### src/rtl/sdram_wb_arbiter.sv
// Two-master Wishbone Classic arbiter in front of a single SDRAM controller slave.
// Define SDRAM_ARB_ROUND_ROBIN_EN to alternate grants under contention (default: port 0 wins).
module sdram_wb_arbiter #(
    parameter int unsigned WB_ADDR_WIDTH  = 24,
    parameter int unsigned WB_DATA_WIDTH  = 16,
    parameter int unsigned TIMEOUT_CYCLES = 255
) (
    input  logic                       wb_clk_i,
    input  logic                       wb_rst_i,

    input  logic                       m0_cyc_i,
    input  logic                       m0_stb_i,
    input  logic                       m0_we_i,
    input  logic [WB_ADDR_WIDTH-1:0]   m0_adr_i,
    input  logic [WB_DATA_WIDTH-1:0]   m0_dat_i,
    input  logic [WB_DATA_WIDTH/8-1:0] m0_sel_i,
    output logic [WB_DATA_WIDTH-1:0]   m0_dat_o,
    output logic                       m0_ack_o,
    output logic                       m0_err_o,

    input  logic                       m1_cyc_i,
    input  logic                       m1_stb_i,
    input  logic                       m1_we_i,
    input  logic [WB_ADDR_WIDTH-1:0]   m1_adr_i,
    input  logic [WB_DATA_WIDTH-1:0]   m1_dat_i,
    input  logic [WB_DATA_WIDTH/8-1:0] m1_sel_i,
    output logic [WB_DATA_WIDTH-1:0]   m1_dat_o,
    output logic                       m1_ack_o,
    output logic                       m1_err_o,

    output logic                       s_cyc_o,
    output logic                       s_stb_o,
    output logic                       s_we_o,
    output logic [WB_ADDR_WIDTH-1:0]   s_adr_o,
    output logic [WB_DATA_WIDTH-1:0]   s_dat_o,
    output logic [WB_DATA_WIDTH/8-1:0] s_sel_o,
    input  logic [WB_DATA_WIDTH-1:0]   s_dat_i,
    input  logic                       s_ack_i,

    output logic [1:0]                 grant_o
);
    localparam int unsigned CntWidth = $clog2(TIMEOUT_CYCLES + 1);
    localparam logic [CntWidth-1:0] CntMax = CntWidth'(TIMEOUT_CYCLES);

    typedef enum logic [1:0] {StIdle, StBusy, StDrain} state_e;

    state_e              state_q, state_d;
    logic                owner_q, owner_d;
    logic                last_owner_q, last_owner_d;
    logic [CntWidth-1:0] tcnt_q, tcnt_d;
    logic [CntWidth-1:0] tcnt_inc;

    logic req0, req1, winner;
    logic own_cyc;

    assign m0_dat_o = s_dat_i;
    assign m1_dat_o = s_dat_i;

    assign req0     = m0_cyc_i & m0_stb_i;
    assign req1     = m1_cyc_i & m1_stb_i;
    assign own_cyc  = owner_q ? m1_cyc_i : m0_cyc_i;
    assign tcnt_inc = (tcnt_q == CntMax) ? tcnt_q : tcnt_q + CntWidth'(1);

`ifdef SDRAM_ARB_ROUND_ROBIN_EN
    assign winner = (req0 & req1) ? ~last_owner_q : req1;
`else
    assign winner = ~req0;
`endif

    always_comb begin
        state_d      = state_q;
        owner_d      = owner_q;
        last_owner_d = last_owner_q;
        tcnt_d       = tcnt_q;
        s_cyc_o      = 1'b0;
        s_stb_o      = 1'b0;
        s_we_o       = 1'b0;
        s_adr_o      = '0;
        s_dat_o      = '0;
        s_sel_o      = '0;
        m0_ack_o     = 1'b0;
        m1_ack_o     = 1'b0;
        m0_err_o     = 1'b0;
        m1_err_o     = 1'b0;
        grant_o      = 2'b00;

        unique case (state_q)
            StIdle: begin
                // s_ack_i is ignored here; a stray ack must not start or end anything
                if (req0 | req1) begin
                    owner_d = winner;
                    tcnt_d  = '0;
                    state_d = StBusy;
                end
            end
            StBusy: begin
                s_cyc_o = own_cyc;
                s_stb_o = owner_q ? m1_stb_i : m0_stb_i;
                s_we_o  = owner_q ? m1_we_i  : m0_we_i;
                s_adr_o = owner_q ? m1_adr_i : m0_adr_i;
                s_dat_o = owner_q ? m1_dat_i : m0_dat_i;
                s_sel_o = owner_q ? m1_sel_i : m0_sel_i;
                grant_o = owner_q ? 2'b10 : 2'b01;
                if (owner_q) m1_ack_o = s_ack_i;
                else         m0_ack_o = s_ack_i;

                if (s_ack_i) begin
                    state_d      = StIdle;
                    last_owner_d = owner_q;
                end else if (!own_cyc) begin
                    // master gave up; wait out a possible late ack from the controller
                    state_d = StDrain;
                    tcnt_d  = '0;
                end else if (tcnt_q == CntMax) begin
                    if (owner_q) m1_err_o = 1'b1;
                    else         m0_err_o = 1'b1;
                    state_d = StDrain;
                    tcnt_d  = '0;
                end else begin
                    tcnt_d = tcnt_inc;
                end
            end
            StDrain: begin
                if (s_ack_i || tcnt_q == CntMax) state_d = StIdle;
                else                             tcnt_d  = tcnt_inc;
            end
            default: state_d = StIdle;
        endcase
    end

    always_ff @(posedge wb_clk_i) begin
        if (wb_rst_i) begin
            state_q      <= StIdle;
            owner_q      <= 1'b0;
            last_owner_q <= 1'b1;
            tcnt_q       <= '0;
        end else begin
            state_q      <= state_d;
            owner_q      <= owner_d;
            last_owner_q <= last_owner_d;
            tcnt_q       <= tcnt_d;
        end
    end

endmodule

### config.mk
export PLATFORM = sky130hd
export DESIGN_NAME = sdram_wb_arbiter
export DESIGN_NICKNAME = d
export VERILOG_FILES = /design/src/rtl/sdram_wb_arbiter.sv
export SDC_FILE = /design/constraint.sdc
export NUM_CORES = 1
export LEC_CHECK = 0
export ABC_AREA = 1
export BUFFER_PORTS_ARGS = -buffer_cell sky130_fd_sc_hd__clkbuf_2
export CAP_MARGIN = 20
export CORE_AREA = 2 2 74 76
export CTS_CLUSTER_SIZE = 10
export DETAILED_ROUTE_END_ITERATION = 16
export DIE_AREA = 0 0 76 78
export GPL_TIMING_DRIVEN = 0
export PLACE_DENSITY = 0.76
export SLEW_MARGIN = 40
export SYNTH_ARGS = -nofsm -noshare
export SYNTH_HDL_FRONTEND = slang
export SYNTH_SLANG_ARGS = --single-unit
### constraint.sdc
create_clock -name wb_clk_i -period 2.1 [get_ports wb_clk_i]
set_input_delay 0.21 -clock wb_clk_i [delete_from_list [all_inputs] [get_ports wb_clk_i]]
set_output_delay 0.21 -clock wb_clk_i [all_outputs]
set_load 0.03 [all_outputs]
==> impl_metrics.prom <==
# TYPE chip_impl_metric gauge
chip_impl_info{name="synth.area.top_cells",value="sky130_fd_sc_hd__a22o_1 25%, sky130_fd_sc_hd__buf_4 16%, sky130_fd_sc_hd__dfxtp_1 14%"} 1
chip_impl_metric{name="grtUsageTotal",unit="%"} 20.83
chip_impl_metric{name="antenna_found_initial",unit=""} 0
chip_impl_info{name="tritoncts",value="built"} 1
chip_impl_metric{name="p_leak",unit="uW"} 0.001529
chip_impl_metric{name="grt_remaining_overflow",unit=""} 0
chip_impl_info{name="most_instantiated_library_cell_after_synthesis",value="sky130_fd_sc_hd__a22o_1"} 1
chip_impl_metric{name="vias",unit=""} 2171
chip_impl_metric{name="groute.layer.met1.usage",unit="%"} 27.02
chip_impl_metric{name="buffer_ports.inserted",unit=""} 174
chip_impl_metric{name="fin_nets",unit=""} 512
chip_impl_metric{name="wl",unit="um"} 6452
chip_impl_metric{name="ys_seq_area_share",unit="%"} 14.43
chip_impl_metric{name="power.net_switching",unit="uW"} 530.5
chip_impl_metric{name="grt_pass1_wl",unit="um"} 10200
chip_impl_metric{name="remaining_drc_errors",unit=""} 0
chip_impl_metric{name="r2r_cells",unit=""} 9
chip_impl_info{name="global_routing_s_busiest_layer",value="met2"} 1
chip_impl_metric{name="first_pass_iteration_count_of_the_detailed_router",unit=""} 4
chip_impl_metric{name="total_power",unit="uW"} 1152
chip_impl_metric{name="finalCriticalPeriod",unit="ps"} 1993
chip_impl_metric{name="critPathRequiredTime",unit="ps"} 1890
chip_impl_info{name="outcome",value="finished clean"} 1
chip_impl_metric{name="initial_utilization",unit="%"} 30.27
chip_impl_metric{name="grt_pass1_vias",unit=""} 2062
chip_impl_metric{name="synthesis.area_per_instance",unit="um^2"} 7.067
chip_impl_metric{name="post_route_cells_drive_above_1_share",unit="%"} 61.36
chip_impl_metric{name="max_cap_viol_count",unit=""} 0
chip_impl_info{name="endpoint_class_of_the_critical_path",value="primary output"} 1
chip_impl_info{name="timing.hold.worst.class",value="primary input to register"} 1
chip_impl_metric{name="power.share.clock",unit="%"} 19.0
chip_impl_metric{name="area.growth.synth_to_final",unit="%"} 69.67
chip_impl_info{name="whs_endpoint",value="owner_q$_SDFFE_PP0P_"} 1
chip_impl_metric{name="p_sw_share",unit="%"} 46.04
chip_impl_metric{name="antenna_cells_inserted",unit=""} 0
chip_impl_metric{name="pwr-share-comb",unit="%"} 61.3
chip_impl_metric{name="timing.final.hold_violations",unit=""} 0
chip_impl_metric{name="seqPwrFrac",unit="%"} 19.7
chip_impl_metric{name="cts.hold.buffers_added",unit=""} 0
chip_impl_metric{name="final_max_slew_viol_count",unit=""} 0
chip_impl_metric{name="design.die.area",unit="um^2"} 5928
chip_impl_info{name="worstSetupPathType",value="register to primary output"} 1
chip_impl_metric{name="clock_tree_sinks",unit=""} 11
chip_impl_metric{name="latest_clock_arrival_within_the_worst_skew_pair",unit="ps"} 240
chip_impl_metric{name="skew",unit="ps"} 2.111
chip_impl_info{name="netlist_top_cells_count",value="43 x sky130_fd_sc_hd__a22o_1, 41 x sky130_fd_sc_hd__nand2_1, 32 x sky130_fd_sc_hd__buf_4"} 1
chip_impl_metric{name="max_slew.worst_pin.slew",unit="ps"} 574.8
chip_impl_metric{name="synth.lib_cells_used.distinct",unit=""} 24
chip_impl_metric{name="path_clk_slew",unit="ps"} 50
chip_impl_info{name="timing.hold.worst.start",value="m0_cyc_i"} 1
chip_impl_metric{name="cts-htree-levels",unit=""} 1
chip_impl_metric{name="dpl.hpwl",unit="um"} 5539
chip_impl_metric{name="synth-edff-count",unit=""} 0
chip_impl_metric{name="cts.path.max_buffers",unit=""} 2
chip_impl_info{name="crit-reg2reg-launch",value="tcnt_q[0]$_SDFFE_PP0P_"} 1
chip_impl_metric{name="maxSlewHeadroom",unit="%"} 61.68
chip_impl_info{name="ctsRootBufferMaster",value="sky130_fd_sc_hd__clkbuf_8"} 1
chip_impl_metric{name="globalRouteMet2Util",unit="%"} 36.61
chip_impl_metric{name="cts_made_buffers",unit=""} 3
chip_impl_metric{name="standard_cell_row_count",unit=""} 26
chip_impl_metric{name="core-area",unit="um^2"} 5042
chip_impl_metric{name="globalRouteMet3Util",unit="%"} 3.953
chip_impl_metric{name="worstPathArrival",unit="ps"} 1780
chip_impl_metric{name="layout.cells.non_filler",unit=""} 466
chip_impl_metric{name="dieHeight",unit="um"} 78
chip_impl_metric{name="synth.ff_latch_count",unit=""} 11
chip_impl_metric{name="postSynthCellCount",unit=""} 216
chip_impl_metric{name="antenna_left",unit=""} 0
chip_impl_info{name="worstReg2RegEnd",value="tcnt_q[0]$_SDFFE_PP0P_"} 1
chip_impl_metric{name="critical_path.max_fanout",unit=""} 10
chip_impl_metric{name="areal_power_density_over_the_cells",unit="nW/um^2"} 444.9
chip_impl_info{name="ys.flop_type",value="sky130_fd_sc_hd__dfxtp_1"} 1
chip_impl_metric{name="routedWlPerCell",unit="um"} 13.85
chip_impl_metric{name="post-synth-top-area-fraction",unit="%"} 24.67
chip_impl_info{name="cp-start-kind",value="register"} 1
chip_impl_info{name="synth_top_cell_by_area",value="sky130_fd_sc_hd__a22o_1"} 1
chip_impl_metric{name="die_width",unit="um"} 76
chip_impl_metric{name="internal_power",unit="uW"} 621.8
chip_impl_metric{name="pin_count",unit=""} 192
chip_impl_metric{name="share_of_flip_flops_with_an_asynchronous_set_or_reset_after_synthesis",unit="%"} 0
chip_impl_metric{name="r2r_slack",unit="ps"} 210
chip_impl_metric{name="netlist_area",unit="um^2"} 1526
chip_impl_metric{name="total_setup_violations_reported_at_the_end_of_the_flow",unit=""} 0
chip_impl_metric{name="finalCoreUtilization",unit="%"} 51.36
chip_impl_metric{name="largest_net_degree_at_the_start_of_global_routing",unit=""} 11
chip_impl_metric{name="gpl.final_weighted_congestion",unit=""} 0.8424
chip_impl_metric{name="placed_cells",unit=""} 460
chip_impl_metric{name="irDropWorstVdd",unit="mV"} 0.3310
chip_impl_metric{name="yosys_warnings",unit=""} 0
chip_impl_metric{name="postSynthNetCount",unit=""} 331
chip_impl_metric{name="timing.hold.worst_path_depth",unit=""} 2
chip_impl_metric{name="final.period_utilization",unit="%"} 94.91
chip_impl_metric{name="max_freq",unit="MHz"} 501.7
chip_impl_metric{name="detail_route.iter0.violations",unit=""} 75
chip_impl_metric{name="route.detailed.vias_per_inst",unit=""} 4.659
-- through the flow --
step           hold slack, ps  instance area, um^2  setup slack, ps  setup TNS [ps]
2_1_floorplan           310.8                 1526            220.1               0
3_3_place_gp            434.0                 2485            128.9               0
3_5_place_dp            436.6                 2485            142.9               0
4_1_cts                 183.6                 2540           0.3990               0
5_1_grt                 200.2                 2590           -5.619          -10.79
6_report                183.3                 2590            106.8               0
-- state kept, by name, indices dropped and copies added, names as in the netlist --
register	flops
owner_q	1
state_q	2
tcnt_q	8
-- layer usage --
metal / up-vias / part of all wire, %
met5: - / 0
met4: 0 / 0.77
met3: 9 / 7.3
met2: 100 / 50
met1: 988 / 42
li1: 1074 / -
-- kinds of logic (layout without fill, tap and decap cells) --
kind of cell               Yosys count  count (layout)  synth area share, %
AOI/OAI and AO/OA                   59              59                32.05
xor gates and xnor gates             3               3                1.722
adders and majority gates            6               6                4.918
buffers and inverters               59             239                22.70
DFF                                 11              11                14.43
and+or+nand+nor                     78              78                24.18
-- worst max-delay path by stage --
| stage | startpoint | slack [ps] | to |
|---|---|---|---|
| 3_3_place_gp | state_q[1]$_SDFFE_PP0P_ | 130 | s_adr_o[5] |
| 6_report | state_q[1]$_SDFFE_PP0P_ | 110 | s_adr_o[5] |
| 4_1_cts | state_q[1]$_SDFFE_PP0P_ | 0.4 | s_adr_o[5] |
| 5_1_grt | state_q[1]$_SDFFE_PP0P_ | -6 | s_adr_o[5] |
| 3_5_place_dp | state_q[1]$_SDFFE_PP0P_ | 140 | s_adr_o[5] |
| 2_1_floorplan | state_q[1]$_SDFFE_PP0P_ | 220 | s_adr_o[15] |
-- cell type report --
| type | count | area [um^2] |
|---|---|---|
| Buffer | 41 | 311.5 |
| Clock buffer | 4 | 45.04 |
| Fill cell | 494 | 2452 |
| Inverter | 18 | 67.56 |
| Multi-Input combinational cell | 146 | 969.7 |
| Sequential cell | 11 | 220.2 |
| Tap cell | 70 | 87.58 |
| Timing Repair Buffer | 176 | 888.4 |
-- worst max-delay path, stage by stage (launching register included) --
cell and delay (ps):
sky130_fd_sc_hd__dfxtp_1 340, sky130_fd_sc_hd__inv_1 90, sky130_fd_sc_hd__ha_2 210, sky130_fd_sc_hd__inv_1 80, sky130_fd_sc_hd__nor2_4 250, sky130_fd_sc_hd__buf_6 180, sky130_fd_sc_hd__a22o_1 170, sky130_fd_sc_hd__buf_2 210
-- layout by cell type (no fill, tap or decap), types with 6 or more instances in the layout --
master                     instances
sky130_fd_sc_hd__a21oi_2           7
sky130_fd_sc_hd__a22o_1           43
sky130_fd_sc_hd__buf_2             6
sky130_fd_sc_hd__buf_4            34
sky130_fd_sc_hd__clkbuf_2        170
sky130_fd_sc_hd__dfxtp_1          11
sky130_fd_sc_hd__inv_1            15
sky130_fd_sc_hd__nand2_1          41
sky130_fd_sc_hd__nand3_1          17
sky130_fd_sc_hd__nor2_1            8
-- power groups by stage --
stage          sequential (uW)  combinational (uW)  clock [uW]
2_1_floorplan              228                 451           0
3_3_place_gp               230                 676           0
3_5_place_dp               231                 683           0
4_1_cts                    227                 688         221
5_1_grt                    228                 752         231
6_report                   227                 706         218
-- timing repair --
item / 4_1_cts / 5_1_grt
buffers inserted: 0 / 2
setup endpoints to repair: 39 / 41
resized for setup: 5 / 24
hold endpoints to repair: 0 / 0
pin swaps: 0 / 1
Note: power is estimated with default switching activity, not from simulation.
